### src/rtl/cdce62002_spi_config.sv
// cdce62002_spi_config
// Power-up SPI configuration sequencer for a CDCE62002 PLL. On start it writes
// registers 0 and 1 and, when VERIFY is set, reads both back and compares
// bits [31:4] against the written words. All SPI pins are driven from flops.
//
// Handshake: start is a single-cycle request sampled on the rising sysclk
// edge. It is accepted only when the FSM is in IDLE and at least one clock has
// passed since reset release. A start that arrives while busy is dropped
// without side effects. done/verify_ok/error are sticky until the next accepted
// start, which clears them on the same edge that raises busy.
`timescale 1ns/1ps

module cdce62002_spi_config #(
    parameter int          CLK_DIV   = 2,
    parameter int          CS_GAP    = 4,
    parameter logic [31:0] REG0_WORD = 32'h0000_0000,
    parameter logic [31:0] REG1_WORD = 32'h0000_0001,
    parameter logic [31:0] RD_CMD0   = 32'h0000_000E,
    parameter logic [31:0] RD_CMD1   = 32'h0000_001E,
    parameter int          VERIFY    = 1
) (
    input  logic       sysclk,
    input  logic       reset_INV,
    input  logic       start,
    input  logic       pll_spi_miso,
    output logic       pll_spi_clk,
    output logic       pll_spi_mosi,
    output logic       pll_spi_cs_INV,
    output logic       busy,
    output logic       done,
    output logic       verify_ok,
    output logic       error,
    output logic [2:0] fsm_state
);

    typedef enum logic [2:0] {
        IDLE     = 3'd0,
        CS_SETUP = 3'd1,
        SHIFT_LO = 3'd2,
        SHIFT_HI = 3'd3,
        CS_HOLD  = 3'd4,
        GAP      = 3'd5,
        FINISH   = 3'd6
    } state_t;

    localparam logic [7:0]  DIV_LAST   = 8'(CLK_DIV - 1);
    localparam logic [7:0]  GAP_LAST   = 8'(CS_GAP - 1);
    localparam logic [2:0]  LAST_FRAME = (VERIFY != 0) ? 3'd5 : 3'd1;
    // Low nibble of a readback is the address field and is not compared.
    localparam logic [31:0] CMP_MASK   = 32'hFFFF_FFF0;

    state_t      state;
    state_t      state_nxt;
    logic [7:0]  div_cnt;
    logic [4:0]  bit_cnt;
    logic [2:0]  frame_idx;
    logic [31:0] tx_shift;
    logic [31:0] rx_shift;
    logic        mismatch;
    logic        armed;

    logic        accept;
    logic        load_frame;
    logic        rise;
    logic        fall;
    logic        bit_step;
    logic        end_frame;
    logic        finish;

    logic        div_last;
    logic        gap_last;
    logic        bit_last;
    logic        frame_last;
    logic        read_frame;
    logic [2:0]  load_idx;
    logic [31:0] load_word;
    logic [31:0] read_expect;

    // Frame sequence: writes, then read command / readback pairs.
    // Readback frames transmit all zeros.
    function automatic logic [31:0] frame_word(input logic [2:0] idx);
        case (idx)
            3'd0:    frame_word = REG0_WORD;
            3'd1:    frame_word = REG1_WORD;
            3'd2:    frame_word = RD_CMD0;
            3'd4:    frame_word = RD_CMD1;
            default: frame_word = 32'h0000_0000;
        endcase
    endfunction

    assign div_last    = (div_cnt == DIV_LAST);
    assign gap_last    = (div_cnt == GAP_LAST);
    assign bit_last    = (bit_cnt == 5'd31);
    assign frame_last  = (frame_idx == LAST_FRAME);
    assign read_frame  = (frame_idx == 3'd3) || (frame_idx == 3'd5);
    assign read_expect = (frame_idx == 3'd3) ? REG0_WORD : REG1_WORD;
    // On the accept edge frame_idx still holds the previous run's value.
    assign load_idx    = accept ? 3'd0 : frame_idx;
    assign load_word   = frame_word(load_idx);
    assign fsm_state   = state;

    // Next-state logic and the single-cycle strobes that steer the datapath.
    always_comb begin
        state_nxt  = state;
        accept     = 1'b0;
        load_frame = 1'b0;
        rise       = 1'b0;
        fall       = 1'b0;
        bit_step   = 1'b0;
        end_frame  = 1'b0;
        finish     = 1'b0;
        case (state)
            IDLE: begin
                if (start && armed) begin
                    state_nxt  = CS_SETUP;
                    accept     = 1'b1;
                    load_frame = 1'b1;
                end
            end
            CS_SETUP: begin
                if (div_last) begin
                    state_nxt = SHIFT_HI;
                    rise      = 1'b1;
                end
            end
            SHIFT_HI: begin
                if (div_last) begin
                    state_nxt = SHIFT_LO;
                    fall      = 1'b1;
                end
            end
            SHIFT_LO: begin
                if (div_last) begin
                    if (bit_last) begin
                        state_nxt = CS_HOLD;
                    end else begin
                        state_nxt = SHIFT_HI;
                        rise      = 1'b1;
                        bit_step  = 1'b1;
                    end
                end
            end
            CS_HOLD: begin
                if (div_last) begin
                    end_frame = 1'b1;
                    // The last frame ends the sequence directly; the
                    // inter-frame gap only separates frames.
                    state_nxt = frame_last ? FINISH : GAP;
                end
            end
            GAP: begin
                if (gap_last) begin
                    state_nxt  = CS_SETUP;
                    load_frame = 1'b1;
                end
            end
            FINISH: begin
                state_nxt = IDLE;
                finish    = 1'b1;
            end
            default: begin
                state_nxt = IDLE;
            end
        endcase
    end

    // State register.
    always_ff @(posedge sysclk or negedge reset_INV) begin
        if (!reset_INV) begin
            state <= IDLE;
        end else begin
            state <= state_nxt;
        end
    end

    // Blocks start on the first edge after reset release.
    always_ff @(posedge sysclk or negedge reset_INV) begin
        if (!reset_INV) begin
            armed <= 1'b0;
        end else begin
            armed <= 1'b1;
        end
    end

    // Divider: restarts on every state change, so it stops at its terminal value.
    always_ff @(posedge sysclk or negedge reset_INV) begin
        if (!reset_INV) begin
            div_cnt <= 8'd0;
        end else if ((state_nxt != state) || (state == IDLE) || (state == FINISH)) begin
            div_cnt <= 8'd0;
        end else begin
            div_cnt <= div_cnt + 8'd1;
        end
    end

    // Bit counter: advances at the start of each bit period after the first.
    always_ff @(posedge sysclk or negedge reset_INV) begin
        if (!reset_INV) begin
            bit_cnt <= 5'd0;
        end else if (load_frame) begin
            bit_cnt <= 5'd0;
        end else if (bit_step) begin
            bit_cnt <= bit_cnt + 5'd1;
        end
    end

    // Frame index: reset on acceptance, advanced at each frame end.
    always_ff @(posedge sysclk or negedge reset_INV) begin
        if (!reset_INV) begin
            frame_idx <= 3'd0;
        end else if (accept) begin
            frame_idx <= 3'd0;
        end else if (end_frame && !frame_last) begin
            frame_idx <= frame_idx + 3'd1;
        end
    end

    // Transmit path: rotate right, presenting the next bit on each falling clk.
    always_ff @(posedge sysclk or negedge reset_INV) begin
        if (!reset_INV) begin
            tx_shift     <= 32'h0000_0000;
            pll_spi_mosi <= 1'b0;
        end else if (load_frame) begin
            tx_shift     <= load_word;
            pll_spi_mosi <= load_word[0];
        end else if (fall) begin
            tx_shift     <= {tx_shift[0], tx_shift[31:1]};
            pll_spi_mosi <= bit_last ? 1'b0 : tx_shift[1];
        end else if (end_frame) begin
            pll_spi_mosi <= 1'b0;
        end
    end

    // SPI clock: high only between a rise strobe and the following fall strobe.
    always_ff @(posedge sysclk or negedge reset_INV) begin
        if (!reset_INV) begin
            pll_spi_clk <= 1'b0;
        end else if (rise) begin
            pll_spi_clk <= 1'b1;
        end else if (fall) begin
            pll_spi_clk <= 1'b0;
        end
    end

    // Chip select: low from frame load through the end of CS_HOLD.
    always_ff @(posedge sysclk or negedge reset_INV) begin
        if (!reset_INV) begin
            pll_spi_cs_INV <= 1'b1;
        end else if (load_frame) begin
            pll_spi_cs_INV <= 1'b0;
        end else if (end_frame) begin
            pll_spi_cs_INV <= 1'b1;
        end
    end

    // Receive path: capture miso LSB first on the edge that raises the SPI clock.
    always_ff @(posedge sysclk or negedge reset_INV) begin
        if (!reset_INV) begin
            rx_shift <= 32'h0000_0000;
        end else if (load_frame) begin
            rx_shift <= 32'h0000_0000;
        end else if (rise) begin
            rx_shift <= {pll_spi_miso, rx_shift[31:1]};
        end
    end

    // Status flags and readback comparison.
    always_ff @(posedge sysclk or negedge reset_INV) begin
        if (!reset_INV) begin
            busy      <= 1'b0;
            done      <= 1'b0;
            verify_ok <= 1'b0;
            error     <= 1'b0;
            mismatch  <= 1'b0;
        end else if (accept) begin
            busy      <= 1'b1;
            done      <= 1'b0;
            verify_ok <= 1'b0;
            error     <= 1'b0;
            mismatch  <= 1'b0;
        end else if (finish) begin
            busy      <= 1'b0;
            done      <= 1'b1;
            verify_ok <= ~mismatch;
            error     <= mismatch;
        end else if (end_frame && read_frame &&
                     (((rx_shift ^ read_expect) & CMP_MASK) != 32'h0000_0000)) begin
            mismatch  <= 1'b1;
        end
    end

endmodule

### config.mk
export PLATFORM = sky130hd
export DESIGN_NAME = cdce62002_spi_config
export DESIGN_NICKNAME = d
export VERILOG_FILES = /design/src/rtl/cdce62002_spi_config.sv
export SDC_FILE = /design/constraint.sdc
export NUM_CORES = 1
export LEC_CHECK = 0
export ABC_AREA = 1
export ABC_CLOCK_PERIOD_IN_PS = 4700
export CAP_MARGIN = 5
export CORE_AREA = 4 4 105 107
export CTS_BUF_LIST = sky130_fd_sc_hd__clkbuf_4
export DETAILED_ROUTE_END_ITERATION = 7
export DIE_AREA = 0 0 109 111
export DONT_BUFFER_PORTS = 1
export HOLD_SLACK_MARGIN = 0.02
export MAX_ROUTING_LAYER = met4
export SYNTH_ARGS = -nofsm -noshare
export SYNTH_HDL_FRONTEND = slang
export SYNTH_SLANG_ARGS = --single-unit
### constraint.sdc
create_clock -name sysclk -period 4.7 [get_ports sysclk]
set_input_delay 0.47 -clock sysclk [delete_from_list [all_inputs] [get_ports sysclk]]
set_output_delay 0.47 -clock sysclk [all_outputs]
set_load 0.03 [all_outputs]
* Yosys cells after proc, flatten, opt, wreduce, memory -nomap -nowiden
Index checks and enable logic that the tools add are counted.
** Word-level totals
- Word-level logic and storage cells :: 108
- Memory bits (read-only) :: 0
- Memories :: 0
- Bits in latches :: 0
- Input port bits :: 4
- Register bits :: 92
- RAM bits :: 0
** Cells by class
- $mul :: 0
- Reductions and logical operators :: 20
- Muxes and demuxes :: 52
- $lt $le $gt $ge :: 0
- Bitwise operators :: 2
- Shifts and indexed selects :: 0
- Equality and inequality tests :: 16
- Add/subtract/negate cells :: 3
- Divide/modulo/power cells :: 0
** Operators with widths (number)
- 32-bit 2-to-1 mux :: 4
- 32-bit nonzero test :: 1
- 32-bit by 1-bit bitwise XOR with 32-bit output :: 1
- 1-bit 2-to-1 mux :: 30
- 3-bit 2-to-1 mux :: 10
- 3-bit case mux with 6 select lines :: 1
- 2-bit nonzero test :: 8
- 3-bit equality test, second input constant :: 5
- 5-bit case mux with 3 select lines :: 1
- 3-bit by 2-bit equality test with 1-bit output, second input constant :: 4
- 5-bit 2-to-1 mux :: 2
- 8-bit by 1-bit adder with 8-bit output, second input constant :: 1
- 8-bit by 1-bit equality test with 1-bit output, second input constant :: 1
- 8-bit by 2-bit equality test with 1-bit output, second input constant :: 1
- 8-bit 2-to-1 mux :: 1
- 3-bit by 1-bit equality test with 1-bit output, second input constant :: 2
- 5-bit by 1-bit adder with 5-bit output, second input constant :: 1
- 5-bit equality test, second input constant :: 1
- 1-bit logical AND :: 4
- 1-bit case mux with 2 select lines :: 2
- 3-bit by 1-bit adder with 3-bit output, second input constant :: 1
- 3-bit zero test :: 1
- 1-bit logical OR :: 3
- 3-bit != test :: 1
- 6 further kinds :: 6

* Longest topological paths before layout
Gate-level depths: netlist (run 1).
- Depth after elaboration :: 8
- Depth in mapped cells :: 12
- Depth with buffers taken out :: 12

* Worst setup path before layout (run 1)
OpenSTA, ideal clock, no wires.
- Kind :: register to register
- Start :: register state[0], in the netlist fsm_state[0]
- End :: register rx_shift[20]
- Required time :: 4581 ps
- Period minus slack after synthesis :: 1667 ps
- Cell stages (with the launch flop) :: 11
- Data arrival time :: 1548 ps
- Setup slack :: 3033 ps
- Path through :: dfrtp_1 inv_1 nor2_1 inv_1 nor2_1 nand2_2 nand2_1 nor2_4 buf_6 nand2_1 o21ai_2
** On the way
- Word-level cells in the longest chain between the ends :: 3
- Elaborated cells on any way between the ends :: 8
** Ends and longest elaborated chain
- from (decl) :: line 52 : state_t state;
- from (signal assigned) :: line 172 : state <= state_nxt;
- 3-bit equality test (tied with other cells) :: line 112 : case (state)
- 1-bit case mux with 2 select lines :: line 112
- 32-bit 2-to-1 mux or 2-bit nonzero test (tied branches)
- to (signal assigned) :: line 263 : rx_shift <= {pll_spi_miso, rx_shift[31:1]};
- to (decl) :: line 58 : logic [31:0] rx_shift;
Several ways; a longest one is shown, not always the timed one.
A chain may end at the register's enable or synchronous reset.

* Final worst setup path (run 1)
- Start :: register state[2], in the netlist fsm_state[2]
- End :: register tx_shift[4]
** On the way
- Word-level cells in the longest chain between the ends :: 6
- Elaborated cells on any way between the ends :: 13
** Ends and longest elaborated chain
- 3-bit zero test :: line 112
- 1-bit 2-to-1 mux :: line 112
- 3-bit 2-to-1 mux :: line 98 : assign load_idx = accept ? 3'd0 : frame_idx;
- 3-bit equality test (tied with other cells) :: line 82 : case (idx)
- 5-bit case mux with 3 select lines :: line 82
- 32-bit 2-to-1 mux :: line 223 : end else if (load_frame) begin
- to (signal assigned) :: line 224 : tx_shift <= load_word;
- to (signal assigned) :: line 227 : tx_shift <= {tx_shift[0], tx_shift[31:1]};
- to (decl) :: line 57 : logic [31:0] tx_shift;
Several ways; a longest one is shown, not always the timed one.

==> results of run 1 <==
## area by class of cell
| cell class | count | area, um^2 | share of cell area |
|---|---|---|---|
| Sequential cell | 88 | 2200 | 0.518 |
| Multi-Input combinational cell | 269 | 1480 | 0.347 |
| Inverter | 54 | 205 | 0.0482 |
| Tap cell | 136 | 170 | 0.0400 |
| Clock inverter | 7 | 86.3 | 0.0203 |
| Clock buffer | 9 | 67.6 | 0.0159 |
| Timing Repair Buffer | 3 | 45.0 | 0.0106 |
## synthesized netlist by cell type (2+ instances only)
| library cell | n |
|---|---|
| dfrtp_1 | 87 |
| nand2_1 | 72 |
| inv_1 | 49 |
| o21ai_0 | 35 |
| nor2_1 | 33 |
| nand3_1 | 29 |
| o22ai_1 | 24 |
| nor3_1 | 11 |
| nand4_1 | 10 |
| o21ai_2 | 9 |
| buf_2 | 7 |
| ha_1 | 7 |
| inv_2 | 4 |
| nand2_2 | 4 |
| nor2_2 | 4 |
| a21oi_1 | 3 |
| a31oi_1 | 3 |
| buf_6 | 3 |
| clkbuf_1 | 3 |
| nand3_2 | 3 |
| nor2_4 | 3 |
| xnor2_1 | 3 |
| xor2_1 | 3 |
| a22o_1 | 2 |
| nand3b_1 | 2 |
| nor4_1 | 2 |
## kinds of logic (layout without fill, tap and decap cells)
logic type,after synthesis,after routing,synth area share
xor+xnor,6,6,0.0132
simple gates,177,177,0.215
fa+ha+maj,7,7,0.0220
other cells,1,1,0.000943
compound gates,78,78,0.120
flops,88,88,0.554
buf+inv,69,73,0.0746
## power groups by stage
stage	logic, W	clock network [W]	registers [W]
after global routing	0.0000300	0.000480	0.000768
after CTS	0.0000265	0.000449	0.000767
after detailed placement	0.00000811	0	0.000781
final	0.0000249	0.000430	0.000767
after global placement	0.00000760	0	0.000781
after floorplan	0.00000683	0	0.000780
## routing by layer
| metal | up-vias | track usage | part of all wire |
|---|---|---|---|
| met3 | 13 | 0.0291 | 0.030 |
| li1 | 1409 | - | - |
| met1 | 1314 | 0.185 | 0.50 |
| met4 | 0 | 0.0513 | 0.019 |
| met2 | 32 | 0.185 | 0.45 |
| met5 | - | - | 0 |
## worst paths after layout
path                                                   end  slack (ns)  depth (start not counted)                    from
worst max-delay path               tx_shift[4]$_DFFE_PN0P_        2.10                          8  fsm_state[2]$_DFF_PN0_
worst min-delay path              rx_shift[31]$_DFFE_PN0P_        0.22                          2            pll_spi_miso
worst max register to register     tx_shift[4]$_DFFE_PN0P_        2.10                          8  fsm_state[2]$_DFF_PN0_
worst min register to register       verify_ok$_DFFE_PN0P_        0.48                          1    mismatch$_DFFE_PN0P_
max in group asynchronous       pll_spi_cs_INV$_DFFE_PN1P_        3.77                          2               reset_INV
min in group asynchronous                  armed$_DFF_PN0_        0.56                          2               reset_INV
## metrics by stage
| step | std cells | utilization | instance area [um^2] | hold WS, ns | worst slack, ns |
|---|---|---|---|---|---|
| 4_1_cts | 566 | 0.420 | 4250 | 0.201 | 2.08 |
| 3_3_place_gp | 548 | 0.401 | 4060 | 0.177 | 2.17 |
| 5_1_grt | 566 | 0.420 | 4250 | 0.191 | 1.79 |
| 2_1_floorplan | 426 | - | 3980 | 0.174 | 3.03 |
| 3_5_place_dp | 548 | 0.401 | 4060 | 0.177 | 2.12 |
| 6_report | 566 | 0.420 | 4250 | 0.223 | 2.10 |
## cell usage in the layout, fill, tap and decap left out, types with 4 or more instances in the layout
master	Yosys	layout
ha_1	7	7
o22ai_1	24	24
nand2_2	4	4
dfrtp_1	87	87
clkbuf_4	0	9
inv_1	49	49
o21ai_2	9	9
nand4_1	10	10
inv_2	4	4
nand2_1	72	72
nor2_1	33	33
o21ai_0	35	35
nor3_1	11	11
nor2_2	4	4
nand3_1	29	29
## sequential cells by signal, indices dropped and copies added (netlist names), 3 cells and up
name	count
frame_idx	3
fsm_state	3
tx_shift	32
div_cnt	8
bit_cnt	5
rx_shift	28
## timing repair
item | CTS | global route
hold endpoints to repair | 88 | 0
gates resized for setup | 0 | 0
hold buffers | 2 | 0
==> flow_metrics.env, run 1 <==
export IMPL_cpPeakStageDelay_ns=0.61
export IMPL_yosysUniqueCellTypes=37
export IMPL_worst_path_dominant_cell_family="simple AND/OR/NAND/NOR gates"
export IMPL_total_power_w=0.00122
export IMPL_path_cells="inv_1 > nand4_1 > inv_2 > nor2_4 > buf_4 > nand2_2 > nand2_1 > o21ai_0"
export IMPL_post_cts_buffers=0
export IMPL_port_buffers=0
export IMPL_yosysTopAreaCellShare=0.548
export IMPL_setup_viol=0
export IMPL_die_h_um=111
export IMPL_min_period_ns=2.60
export IMPL_hold_viol=0
export IMPL_crit_arrival_ns=2.90
export IMPL_powerDensity_nw_per_um2=287
export IMPL_path_clk_slew_ns=0.17
export IMPL_synthTopCellsByArea="dfrtp_1 55%, nand2_1 6.8%, inv_1 4.6%"
export IMPL_slew_headroom=0.565
export IMPL_num_antenna_cells=0
export IMPL_via_per_inst=4.89
export IMPL_tns_ns=0
export IMPL_drc=0
export IMPL_netlist_top_cell_by_area="dfrtp_1"
export IMPL_synth_seq_area_share=0.554
export IMPL_route_vias_total=2768
export IMPL_fillers=1002
export IMPL_syn_num_nets=437
export IMPL_synth_edff_count=0
export IMPL_wl_per_cell_um=12.4
export IMPL_max_freq_mhz=385
export IMPL_clockRootBuffer="clkbuf_4"
export IMPL_antenna_found_initial=0
export IMPL_routed_wl_um=7000
export IMPL_clock_power_share=0.352
export IMPL_cp_num_buf_inv=3
export IMPL_synth_avg_cell_area_um2=9.33
export IMPL_start_util=0.392
export IMPL_grt_overflow=0
export IMPL_final_max_slew_viol_count=0
export IMPL_drt_iter0_drc=162
export IMPL_core_um2=10100
export IMPL_clock_skew_ns=0.0312
export IMPL_power_frac_comb=0.020
export IMPL_syn_inst=426
export IMPL_switching_power_w=0.000322
export IMPL_grt_pass1_vias=2700
export IMPL_syn_area_um2=3980
export IMPL_ios=14
export IMPL_fp_dieArea_um2=12100
export IMPL_finalNetCount=436
export IMPL_async_flop_share=1.00
export IMPL_place_congestion=0.832
export IMPL_ys_warn_count=0
export IMPL_crit_path_end_kind="flop"
export IMPL_hp_class="primary input to flop"
export IMPL_max_cap_violations=0
export IMPL_clkSinkCount=88
export IMPL_cp_start_kind="flop"
export IMPL_internal_power_w=0.000900
export IMPL_worstSkewPairLatency_ns=0.44
export IMPL_irDropWorstVdd_mv=0.177
export IMPL_dr_pass1_iters=4
export IMPL_cts_buffer_depth=2
export IMPL_htree_levels=3
export IMPL_power_frac_seq=0.628
export IMPL_status="finished clean"
export IMPL_finalCritPeriodShare=0.553
export IMPL_ant_nets=0
export IMPL_cp_slowest_cell="dfrtp_1"
export IMPL_fp_dieW_um=109
export IMPL_tightest_slew_ns=0.651
export IMPL_rsz0062_at_grt="false"
export IMPL_cts_tree="done"
export IMPL_switching_share=0.263
export IMPL_cp_max_fo=43
export IMPL_p_leak_nw=2.08
export IMPL_crit_type="flop to flop"
export IMPL_synthFlopType="dfrtp_1"
export IMPL_area_growth_pct=6.99
export IMPL_cp_required_ns=5.00
export IMPL_ys_seq_elements=88
export IMPL_cts_inserted_buffers=9
export IMPL_grt_usage=0.131
export IMPL_grt_pass1_wl_um=12600
export IMPL_hpwl_um=4630
export IMPL_core_rowCount=37
export IMPL_grt_max_degree=89
export IMPL_final_layout_size_suffix_gt1_frac=0.121
Power figures use the tool's default switching activity.
==> run 2, diff against run 1 <==
--- a/config.mk
+++ b/config.mk
@@ -6,7 +6,7 @@
 export NUM_CORES = 1
 export LEC_CHECK = 0
 export ABC_AREA = 1
-export ABC_CLOCK_PERIOD_IN_PS = 4700
+export ABC_CLOCK_PERIOD_IN_PS = 2700
 export CAP_MARGIN = 5
 export CORE_AREA = 4 4 105 107
 export CTS_BUF_LIST = sky130_fd_sc_hd__clkbuf_4
==> constraint.sdc (replaced) <==
create_clock -name sysclk -period 2.7 [get_ports sysclk]
set_input_delay 0.27 -clock sysclk [delete_from_list [all_inputs] [get_ports sysclk]]
set_output_delay 0.27 -clock sysclk [all_outputs]
set_load 0.03 [all_outputs]
==> run 2 against run 1 <==
Effect of this change:
- sequential share of layout area grew 0.32 points
- global-route usage grew 0.38 points
- worst hold slack lost 0.089 ns
- utilization shrank 0.26 points
- die area is the same
- clock power grew 43%
- clock skew grew 0.0030 ns
- maximum frequency grew 20%
- power grew 63%
- first-iteration DRC count shrank 4.3%
- register-to-register slack lost 1.6 ns
- final area shrank 0.62%
- critical endpoint is now tx_shift[0]$_DFFE_PN0P_
- largest cell class unchanged
==> flow_metrics.env, run 2 (synthesis results as in run 1) <==
export IMPL_antenna_found_initial=0
export IMPL_crit_arrival_ns=2.45
export IMPL_place_inst=550
export IMPL_tns_ns=0
export IMPL_fp_dieArea_um2=12100
export IMPL_worstSkewPairLatency_ns=0.43
export IMPL_cp_slowest_cell="dfrtp_1"
export IMPL_cpPeakStageDelay_ns=0.62
export IMPL_grt_pass1_wl_um=12900
export IMPL_ios=14
export IMPL_clock_skew_ns=0.0342
export IMPL_clkSinkCount=88
export IMPL_regMostFlops="tx_shift"
export IMPL_max_freq_mhz=463
export IMPL_status="finished clean"
export IMPL_clockRootBuffer="clkbuf_4"
export IMPL_place_congestion=0.888
export IMPL_ant_nets=0
export IMPL_mostFrequentLayoutCells="87 x dfrtp_1, 72 x nand2_1, 49 x inv_1, 35 x o21ai_0, 33 x nor2_1"
export IMPL_final_cell_area_um2=4230
export IMPL_cp_max_fo=34
export IMPL_cp_start_kind="flop"
export IMPL_finalNetCount=439
export IMPL_route_vias_total=2791
export IMPL_num_antenna_cells=0
export IMPL_largest_reg_flops=32
export IMPL_wl_per_cell_um=12.8
export IMPL_cts_inserted_buffers=9
export IMPL_final_max_slew_viol_count=0
export IMPL_mostFrequentLayoutCell="dfrtp_1"
export IMPL_drt_iter0_drc=155
export IMPL_path_clk_slew_ns=0.15
export IMPL_grt_overflow=0
export IMPL_cts_hold_fix_buffers=3
export IMPL_setup_viol=0
export IMPL_hpwl_um=4780
export IMPL_via_per_inst=4.91
export IMPL_hold_viol=0
export IMPL_final_layout_size_suffix_gt1_frac=0.120
export IMPL_routed_wl_um=7290
export IMPL_finalCritPeriodShare=0.801
export IMPL_placed_area_um2=4080
export IMPL_r2r_slack_ns=0.54
export IMPL_crit_path_end_kind="flop"
export IMPL_irDropWorstVdd_mv=0.261
export IMPL_drc=0
export IMPL_fp_dieW_um=109
export IMPL_htree_levels=3
export IMPL_core_um2=10100
export IMPL_rsz0062_at_grt="false"
export IMPL_port_buffers=0
export IMPL_grt_usage=0.135
export IMPL_area_growth_pct=6.32
export IMPL_core_rowCount=37
export IMPL_start_util=0.392
export IMPL_cts_resized=0
export IMPL_crit_type="flop to flop"
export IMPL_p_leak_nw=2.07
export IMPL_path_cells="inv_1 > nand4_1 > inv_2 > nor2_4 > nand2_2 > nor2_1 > a31oi_1"
export IMPL_cts_buffer_depth=2
export IMPL_hp_class="primary input to flop"
export IMPL_die_h_um=111
export IMPL_fin_cells=568
export IMPL_grt_pass1_vias=2704
export IMPL_slew_headroom=0.622
export IMPL_tightest_slew_ns=0.565
export IMPL_reg_largest_list="tx_shift: 32 flops, rx_shift: 28 flops, div_cnt: 8 flops"
export IMPL_dr_pass1_iters=4
export IMPL_min_period_ns=2.16
export IMPL_post_cts_buffers=0
export IMPL_powerDensity_nw_per_um2=472
export IMPL_max_cap_violations=0
export IMPL_cp_required_ns=2.99
export IMPL_cts_tree="done"
export IMPL_grt_max_degree=89
run 2: power by group:
part	internal, W	total (W)	switching [W]
clock	0.000180	0.000615	0.000435
sequential	0.00133	0.00133	0.00000696
combinational	0.0000126	0.0000449	0.0000323
run 2: stage by stage:
step           hold slack, ns  total power, W  setup WS [ns]   util
6_report                0.135         0.00199          0.538  0.417
5_1_grt                 0.131         0.00209          0.322  0.417
4_1_cts                 0.112         0.00202          0.508  0.417
3_5_place_dp          -0.0230         0.00137          0.545  0.402
3_3_place_gp          -0.0229         0.00137          0.624  0.402
2_1_floorplan         -0.0256         0.00137           1.03      -
run 2: routing by layer:
metal  up-vias  part of all wire  global-route usage
met3         8             0.017              0.0315
met5         -                 0                   -
li1       1420                 -                   -
met4         0             0.011              0.0455
met2        16              0.46               0.194
met1      1347              0.51               0.188
run 2: critical path, delay by kind of cell (launching register included):
family,cells,cell delay [ns]
and+or+nand+nor,4,1.10
DFF,1,0.62
buffers and inverters,2,0.23
AOI/OAI and AO/OA,1,0.06
run 2: worst paths after layout:
path                                        start                          to  cells after the start
max                        fsm_state[2]$_DFF_PN0_     tx_shift[0]$_DFFE_PN0P_                      7
min                                         start        mismatch$_DFFE_PN0P_                      3
max reg2reg                fsm_state[2]$_DFF_PN0_     tx_shift[0]$_DFFE_PN0P_                      7
min reg2reg                  mismatch$_DFFE_PN0P_       verify_ok$_DFFE_PN0P_                      1
max in group asynchronous               reset_INV  pll_spi_cs_INV$_DFFE_PN1P_                      2
min in group asynchronous               reset_INV      fsm_state[0]$_DFF_PN0_                      2
run 2: area by class of cell:
class	count	area, um^2
fill	992	5910
sequential	88	2200
multi-input combinational	269	1480
inverter	54	205
tap	136	170
timing repair buffer	6	70.1
clock buffer	9	67.6
clock inverter	6	35.0
==> run 3, diff against run 2 <==
--- a/config.mk
+++ b/config.mk
@@ -6,7 +6,7 @@
 export NUM_CORES = 1
 export LEC_CHECK = 0
 export ABC_AREA = 1
-export ABC_CLOCK_PERIOD_IN_PS = 2700
+export ABC_CLOCK_PERIOD_IN_PS = 2200
 export CAP_MARGIN = 5
 export CORE_AREA = 4 4 105 107
 export CTS_BUF_LIST = sky130_fd_sc_hd__clkbuf_4
==> constraint.sdc (replaced) <==
create_clock -name sysclk -period 2.2 [get_ports sysclk]
set_input_delay 0.22 -clock sysclk [delete_from_list [all_inputs] [get_ports sysclk]]
set_output_delay 0.22 -clock sysclk [all_outputs]
set_load 0.03 [all_outputs]
==> run 3 against run 2 <==
Effect of this change:
- critical path depth increased by 3
- setup slack got worse by 0.27 ns
- via count increased by 0.47%
- critical path type unchanged
- maximum frequency increased by 12%
- flip-flop and latch count unchanged
- non-clock buffer count increased by 5
==> flow_metrics.env, run 3 (synthesis results as in run 1) <==
export IMPL_cp_start_kind="flop"
export IMPL_dr_pass1_iters=4
export IMPL_hpwl_um=4830
export IMPL_route_vias_total=2804
export IMPL_wl_per_cell_um=12.5
export IMPL_die_h_um=111
export IMPL_crit_end="rx_shift[13]$_DFFE_PN0P_"
export IMPL_r2r_cells=10
export IMPL_path_cells="ha_1 > nand2_1 > nor2_1 > ha_1 > nor2_1 > nand2_1 > nand2_1 > nor2_4 > nand2_1 > o21ai_2"
export IMPL_p_leak_nw=2.10
export IMPL_drt_iter0_drc=178
export IMPL_cp_slowest_cell="dfrtp_1"
export IMPL_rsz0062_at_grt="false"
export IMPL_crit_arrival_ns=2.30
export IMPL_start_util=0.392
export IMPL_grt_max_degree=89
export IMPL_cpPeakStageDelay_ns=0.41
export IMPL_clkSinkCount=88
export IMPL_cp_num_buf_inv=0
export IMPL_fp_dieW_um=109
export IMPL_place_inst=555
export IMPL_grt_pass1_wl_um=12900
export IMPL_regMostFlops="tx_shift"
export IMPL_ant_nets=0
export IMPL_routed_wl_um=7170
export IMPL_grt_overflow=0
export IMPL_mostFrequentLayoutCell="dfrtp_1"
export IMPL_port_buffers=0
export IMPL_finalCritPeriodShare=0.877
export IMPL_num_antenna_cells=0
export IMPL_powerDensity_nw_per_um2=592
export IMPL_hold_viol=0
export IMPL_cts_buffer_depth=2
export IMPL_setup_viol=0
export IMPL_cts_tree="done"
export IMPL_timing_rr_start="bit_cnt[0]$_DFFE_PN0P_"
export IMPL_crit_cells=10
export IMPL_grt_pass1_vias=2788
export IMPL_worst_path_dominant_cell_family="simple AND/OR/NAND/NOR gates"
export IMPL_reg_largest_list="tx_shift: 32 flops, rx_shift: 28 flops, div_cnt: 8 flops"
export IMPL_worstSkewPairLatency_ns=0.43
export IMPL_irDropWorstVdd_mv=0.334
export IMPL_area_growth_pct=8.24
export IMPL_final_max_slew_viol_count=0
export IMPL_path_clk_slew_ns=0.16
export IMPL_core_rowCount=37
export IMPL_status="finished clean"
export IMPL_tns_ns=0
export IMPL_mostFrequentLayoutCells="87 x dfrtp_1, 72 x nand2_1, 49 x inv_1, 35 x o21ai_0, 33 x nor2_1"
export IMPL_final_layout_size_suffix_gt1_frac=0.135
export IMPL_drc=0
export IMPL_clockRootBuffer="clkbuf_4"
export IMPL_htree_levels=3
export IMPL_r2r_end="rx_shift[13]$_DFFE_PN0P_"
export IMPL_cts_inserted_buffers=9
export IMPL_core_um2=10100
export IMPL_cp_required_ns=2.57
export IMPL_r2r_slack_ns=0.27
export IMPL_critical_path_startpoint="bit_cnt[0]$_DFFE_PN0P_"
export IMPL_hp_class="primary input to flop"
export IMPL_ios=14
export IMPL_antenna_found_initial=0
export IMPL_max_freq_mhz=518
export IMPL_cp_max_fo=16
export IMPL_grt_usage=0.135
export IMPL_max_cap_violations=0
export IMPL_via_per_inst=4.89
export IMPL_place_congestion=0.817
export IMPL_largest_reg_flops=32
export IMPL_clock_skew_ns=0.0219
export IMPL_worst_path_most_repeated_cell="nand2_1"
export IMPL_finalNetCount=444
export IMPL_crit_type="flop to flop"
export IMPL_fin_cells=574
export IMPL_crit_path_end_kind="flop"
export IMPL_fp_dieArea_um2=12100
export IMPL_min_period_ns=1.93
## run 3: changes by cell type in the layout (fill, tap and decap cells not counted)
cell	before	now
buf_12	0	1
buf_4	3	7
clkinv_1	1	0
clkinv_2	3	0
clkinv_4	0	1
clkinvlp_4	1	2
inv_6	1	3
inv_8	0	1
## run 3: worst min-delay path by stage
stage | from | end | cells after the start
2_1_floorplan | reset_INV | armed$_DFF_PN0_ | 0
3_5_place_dp | reset_INV | tx_shift[28]$_DFFE_PN0P_ | 0
6_report | start | mismatch$_DFFE_PN0P_ | 3
4_1_cts | start | mismatch$_DFFE_PN0P_ | 3
5_1_grt | start | mismatch$_DFFE_PN0P_ | 3
3_3_place_gp | reset_INV | tx_shift[28]$_DFFE_PN0P_ | 0
## run 3: through the flow
| step | area, um^2 | power [W] | setup slack [ns] | utilization | hold slack, ns |
|---|---|---|---|---|---|
| final | 4300 | 0.00255 | 0.270 | 0.425 | 0.0737 |
| after global routing | 4300 | 0.00267 | 0.0666 | 0.425 | 0.0642 |
| after CTS | 4300 | 0.00258 | 0.261 | 0.425 | 0.0536 |
| after detailed placement | 4130 | 0.00169 | 0.289 | 0.407 | -0.0734 |
| after global placement | 4130 | 0.00168 | 0.388 | 0.407 | -0.0731 |
| after floorplan | 3980 | 0.00168 | 0.533 | - | -0.0756 |
## run 3: worst min-delay path: stages
cell and delay [ns]:
nand4_1 0.12, inv_2 0.11, a21oi_1 0.05
## run 3: metal layers
metal | global-route usage | wire (um) | up-vias
met4 | 0.0471 | 118 | 0
met2 | 0.204 | 3430 | 28
li1 | - | - | 1427
met5 | - | 0 | -
met1 | 0.182 | 3460 | 1339
met3 | 0.0245 | 161 | 10
## run 3: layout make-up
type	count	area (um^2)
clock buffer	9	67.6
clock inverter	7	61.3
fill	1019	5830
inverter	54	205
multi-input combinational	269	1480
sequential	88	2200
tap	136	170
timing repair buffer	11	120
## run 3: report_power, final
part           internal [W]  switching, W  leakage, nW
Clock              0.000254      0.000599       0.0655
Sequential          0.00163    0.00000824        0.995
Combinational     0.0000155     0.0000395         1.04
## run 3: timing repair
item                       CTS  global route
gates resized for setup      0             0
buffers inserted             0             0
setup endpoints to repair    0             0
hold buffers                 3             0
hold endpoints to repair    89             0
